--- src/rtl/ifetch_rom_req.sv ---
// Instruction-fetch requester: issues sequential word reads to a single-cycle ROM and
// buffers each {pc, instruction} response in a small FIFO toward decode.
module ifetch_rom_req #(
   parameter logic [31:0] RESET_PC   = 32'h8000_0000,
   parameter int unsigned FIFO_DEPTH = 4
) (
   input  logic        clk,
   input  logic        rstn,
   output logic        rom_rx_valid,
   output logic [31:0] rom_rx_addr,
   input  logic        rom_tx_valid,
   input  logic [31:0] rom_tx_data,
   input  logic        redirect_valid,
   input  logic [31:0] redirect_pc,
   output logic        if_valid,
   input  logic        if_ready,
   output logic [31:0] if_pc,
   output logic [31:0] if_inst
);

   localparam int unsigned PtrW = $clog2(FIFO_DEPTH);
   localparam int unsigned CntW = PtrW + 1;
   localparam int unsigned SumW = CntW + 1;

   logic [31:0]     fetch_pc_q, fetch_pc_d;
   logic [31:0]     pc_shadow_q;
   logic            drop_q;
   logic [CntW-1:0] count_q, count_d;
   logic [PtrW-1:0] wr_ptr_q, rd_ptr_q;
   logic            rx_valid_d;
   logic [31:0]     rx_addr_d;

   logic [31:0]     pc_mem   [FIFO_DEPTH];
   logic [31:0]     inst_mem [FIFO_DEPTH];

   logic            resp_live, push, pop, issue;
   logic [SumW-1:0] demand;

   always_comb begin
      resp_live = rom_tx_valid & ~drop_q;
      push      = resp_live & ~redirect_valid;
      pop       = if_valid & if_ready & ~redirect_valid;
      // Pops are deliberately not credited so a full FIFO can never be overrun.
      demand    = SumW'(count_q) + SumW'(rom_rx_valid) + SumW'(resp_live);
      issue     = ~redirect_valid && (demand < SumW'(FIFO_DEPTH));
   end

   always_comb begin
      fetch_pc_d = fetch_pc_q;
      rx_valid_d = 1'b0;
      rx_addr_d  = rom_rx_addr;
      if (redirect_valid) begin
         fetch_pc_d = redirect_pc & ~32'd3;
      end else if (issue) begin
         rx_valid_d = 1'b1;
         rx_addr_d  = fetch_pc_q;
         fetch_pc_d = fetch_pc_q + 32'd4;
      end
   end

   always_comb begin
      count_d = count_q;
      if (redirect_valid) begin
         count_d = '0;
      end else if (push && !pop) begin
         count_d = count_q + CntW'(1);
      end else if (!push && pop) begin
         count_d = count_q - CntW'(1);
      end
   end

   always_ff @(posedge clk or negedge rstn) begin
      if (!rstn) begin
         rom_rx_valid <= 1'b0;
         rom_rx_addr  <= '0;
         fetch_pc_q   <= RESET_PC;
         pc_shadow_q  <= '0;
         drop_q       <= 1'b0;
         count_q      <= '0;
         wr_ptr_q     <= '0;
         rd_ptr_q     <= '0;
      end else begin
         rom_rx_valid <= rx_valid_d;
         rom_rx_addr  <= rx_addr_d;
         fetch_pc_q   <= fetch_pc_d;
         pc_shadow_q  <= rom_rx_addr;
         // A request already on the ROM port at redirect time returns stale data next cycle.
         drop_q       <= redirect_valid & rom_rx_valid;
         count_q      <= count_d;
         if (redirect_valid) begin
            wr_ptr_q <= '0;
            rd_ptr_q <= '0;
         end else begin
            if (push) wr_ptr_q <= wr_ptr_q + PtrW'(1);
            if (pop)  rd_ptr_q <= rd_ptr_q + PtrW'(1);
         end
      end
   end

   always_ff @(posedge clk) begin
      if (push) begin
         pc_mem[wr_ptr_q]   <= pc_shadow_q;
         inst_mem[wr_ptr_q] <= rom_tx_data;
      end
   end

   always_comb begin
      if_valid = (count_q != '0);
      if_pc    = if_valid ? pc_mem[rd_ptr_q]   : '0;
      if_inst  = if_valid ? inst_mem[rd_ptr_q] : '0;
   end

endmodule

--- config.mk ---
export PLATFORM = sky130hd
export DESIGN_NAME = ifetch_rom_req
export DESIGN_NICKNAME = d
export VERILOG_FILES = /design/src/rtl/ifetch_rom_req.sv
export SDC_FILE = /design/constraint.sdc
export NUM_CORES = 1
export LEC_CHECK = 0
export BUFFER_PORTS_ARGS = -buffer_cell sky130_fd_sc_hd__buf_4
export CAP_MARGIN = 20
export CORE_MARGIN = 2
export CORE_UTILIZATION = 30
export DETAILED_ROUTE_END_ITERATION = 10
export GPL_ROUTABILITY_DRIVEN = 1
export MAX_ROUTING_LAYER = met4
export PLACE_DENSITY = 0.58
export REMOVE_ABC_BUFFERS = 1
export SLEW_MARGIN = 25
export SYNTH_ARGS = -nofsm -noshare
export SYNTH_HDL_FRONTEND = slang
export SYNTH_SLANG_ARGS = --single-unit
--- constraint.sdc ---
create_clock -name clk -period 4.7 [get_ports clk]
set_input_delay 0.47 -clock clk [delete_from_list [all_inputs] [get_ports clk]]
set_output_delay 0.47 -clock clk [all_outputs]
set_load 0.05 [all_outputs]
==> metrics.md <==
| Metric | Value |
|---|---|
| Iteration-0 DRC count of the detailed router | `585` |
| Arr. time, crit path | `2770 ps` |
| Total setup violations reported at the end of the flow | `0` |
| Highest-count cells in the layout ignoring fill and taps | `sky130_fd_sc_hd__edfxtp_1, sky130_fd_sc_hd__buf_4, sky130_fd_sc_hd__dfrtp_1` |
| Starting density of the core | `30.2%` |
| Final-stage net count | `1022` |
| Cell area after synthesis | `13700 sq um` |
| Largest fanout of any net on the critical path | `45` |
| Total of buffers placed on input and output ports | `160` |
| Sequential standard cell area | `9930 sq um` |
| Sequential cell fraction of total power | `38.6%` |
| Most common cell after layout, fill and taps aside | `sky130_fd_sc_hd__edfxtp_1` |
| Clock input transition at the sequential cells of the worst setup and hold paths | `60 ps` |
| DRT Pass-1 Iters | `4` |
| FILL cells | `4234` |
| Required time of the critical path | `4230 ps` |
| Number of clock buffers inserted by TritonCTS | `38` |
| Switching Fraction | `38.6%` |
| RSZ-0062 raised after global routing | `false` |
| Cell with the largest stage delay on the worst path | `sky130_fd_sc_hd__or3_2` |
| Placer congestion estimate | `0.768` |
| Transition time of the tightest slew-check pin | `830 ps` |
| Via count of the first global-routing pass | `7759` |
| Synth async-reset ratio | `28.5%` |
| Antenna violations before repair | `0` |
| Number of routed nets with antenna violations | `0` |
| Critical Path Max Stage Delay | `800 ps` |
| Die height | `217 microns` |
| Count of unresolved DRC violations after routing | `0` |
| CTS sink cnt | `347` |
| Seq/Total Area, Yosys | `72.7%` |
| Worst hold path class | `in2reg` |
| HPWL after DPL | `19.7 mm` |
| Yosys warnings | `0` |
| Element type at the critical path end | `output pin` |
| Vias per Instance | `4.73` |
| Clock tree from TritonCTS | `done` |
| Number of standard cells after synthesis | `774` |
| Share of total power in combinational logic | `36.3%` |
| Startpoint Class | `flip-flop` |
| Maximum number of buffers from clock root to sink | `3` |
| First-pass GRT wire length | `47.9 mm` |
| Worst voltage drop across the vdd grid | `0.393 mV` |
| Lkg Pwr | `0.00592 uW` |
| Clock network power share | `25.2%` |
| P_sw | `4360 uW` |
| Highest Clock Rate | `0.309 GHz` |
| Final Hold Violating Endpoints | `0` |
| Largest clock skew in the final design | `8.62 ps` |
| Die ar. | `47200 sq um` |
| Final Slew Violations | `0` |
| Aggregate global-route resource usage | `13.8%` |
| Number of setup buffers added after CTS | `0` |
| Portion of the clock cycle consumed by the worst path in the final layout | `68.9%` |
| Max-capacitance violation count | `0` |
| FF+latch count, synth | `347` |
| N_diodes | `0` |
| Pwr Density | `674 nW/um^2` |
| Area of combinational cells with multiple inputs | `3490 sq um` |
| Maximum number of pins on one net before global-route repair | `46` |
| Sum of negative setup slack | `0 ps` |
| Number of distinct library cell variants in the gate-level netlist after synthesis | `46` |
| Remaining global-route overflow | `0` |
| Dominant synthesized flop cell | `sky130_fd_sc_hd__edfxtp_1` |
| Minimum period implied by the final worst setup slack | `3240 ps` |
| Fraction of layout instances using a drive strength above 1 | `34.4%` |
| Type of the worst setup path | `reg2out` |
| Master cell of the clock root buffer | `sky130_fd_sc_hd__clkbuf_16` |
| Most frequent cell on the critical path | `sky130_fd_sc_hd__buf_4` |
| Synth-to-Final Area Change | `22.9%` |
| Chip width | `217 microns` |
| Clock latency of the later-clocked register in the worst-skew pair | `520 ps` |
| Setup slack, reg-to-reg | `1950 ps` |
| Number of vias in the routed layout | `7452` |
| CTS H-tree lvls | `2` |
| Final wirelength | `31.4 mm` |
| Pint | `6950 uW` |
| Post-route total power | `11300 uW` |
| Core region area | `45200 sq um` |
| Number of enable-type register cells in the synthesized netlist | `248` |
| Per-cell routed wire length | `19.9 microns` |
| Average footprint of a synthesized cell | `17.6 sq um` |
| Cell chain of the critical path | `or3_2 -> buf_4 -> and2_1 -> buf_4` |
| I/O pin count | `167` |
| Outcome | `finished clean` |
| Row count | `78` |
| Max-slew headroom at the worst pin | `44.7%` |
==> area by class of cell <==
type	count	share of cell area (%)
clock buffer	47	5.99
clock inverter	23	1.10
inverter	10	0.224
multi-input combinational	370	20.8
sequential	347	59.2
tap	600	4.47
timing repair buffer	179	8.24
==> cells by family after synthesis <==
kind of cell | count (synthesis) | synth area share (%)
compound gates | 68 | 3.39
xor+xnor | 13 | 0.834
fa+ha+maj | 7 | 0.696
buf+inv | 60 | 2.02
flops | 347 | 72.7
mux | 93 | 12.8
other cells | 1 | 0.0275
simple gates | 185 | 7.59
==> timing repair <==
action | CTS | global route
hold endpoints to repair | 36 | 0
gates resized for setup | 0 | 0
setup endpoints to repair | 0 | 0
hold buffers | 1 | 0
==> cell usage after synthesis (all sizes together), types with 6 or more instances <==
| library cell | instances | area [sq um] |
|---|---|---|
| buf | 19 | 123 |
| nand4 | 8 | 50.1 |
| o31ai | 12 | 90.1 |
| o21ai | 16 | 80.1 |
| or3 | 10 | 62.6 |
| ha | 6 | 75.1 |
| xnor2 | 10 | 87.6 |
| nand2 | 26 | 97.6 |
| a31oi | 18 | 113 |
| and2 | 65 | 407 |
| edfxtp | 248 | 7450 |
| mux2 | 30 | 338 |
| nor2 | 27 | 101 |
| dfrtp | 98 | 2450 |
| and3 | 8 | 50.1 |
| inv | 10 | 37.5 |
| nand3 | 15 | 80.1 |
| clkbuf | 31 | 116 |
| mux4 | 62 | 1400 |
| or4 | 11 | 82.6 |
==> routing by layer <==
| layer | GRT usage (%) | share of wire (%) | vias up |
|---|---|---|---|
| li1 | - | - | 3355 |
| met1 | 18.1 | 45 | 3862 |
| met2 | 21.6 | 47 | 181 |
| met3 | 2.50 | 4.6 | 54 |
| met4 | 4.66 | 2.8 | 0 |
| met5 | - | 0 | - |
==> worst max-delay path, delay by kind of cell, from the launching register on <==
family / cells / cell delay, ps
AND/OR/NAND/NOR: 2 / 1060
buffers and inverters: 2 / 600
flip-flops: 1 / 560
==> metrics by stage <==
step	utilization, %	instance area, sq um	setup slack [ps]	hold slack (ps)	instances
finish	37.1	16800	1460	145	1576
global route	37.1	16800	1250	118	1576
CTS	37.1	16800	1360	110	1576
detailed placement	34.5	15600	1740	389	1505
global placement	34.4	15500	1720	391	1503
floorplan	-	13400	727	174	727
==> state kept, by name (all words and copies together) (netlist names) <==
signal,cells
drop_q,1
pc_mem,120
fetch_pc_q,30
rom_rx_valid,1
count_q,3
inst_mem,128
wr_ptr_q,2
pc_shadow_q,30
rd_ptr_q,2
rom_rx_addr,30
==> power by group through the flow <==
stage                     Combinational, uW  Clock, uW  Sequential, uW
after floorplan                        2350          0            4790
after global placement                 4110          0            4460
after detailed placement               4180          0            4440
after CTS                              4180       2940            4380
after global routing                   4330       3060            4460
final                                  4100       2850            4360
==> path summary, 6_finish.rpt <==
check                                            start                    endpoint  depth (start not counted)
setup / recovery                count_q[1]$_DFFE_PN0P_                   if_pc[29]                          4
hold / removal                         rom_tx_data[13]   inst_mem[1][13]$_DFFE_PP_                          1
setup reg to reg                      drop_q$_DFF_PN0_  fetch_pc_q[23]$_DFFE_PN0P_                          7
hold reg to reg            rom_rx_addr[29]$_DFFE_PN0P_   pc_shadow_q[29]$_DFF_PN0_                          0
max in group asynchronous                         rstn     rd_ptr_q[1]$_DFFE_PN0P_                          3
min in group asynchronous                         rstn    pc_shadow_q[3]$_DFF_PN0_                          2
Note: power is estimated with default switching activity, not from simulation.
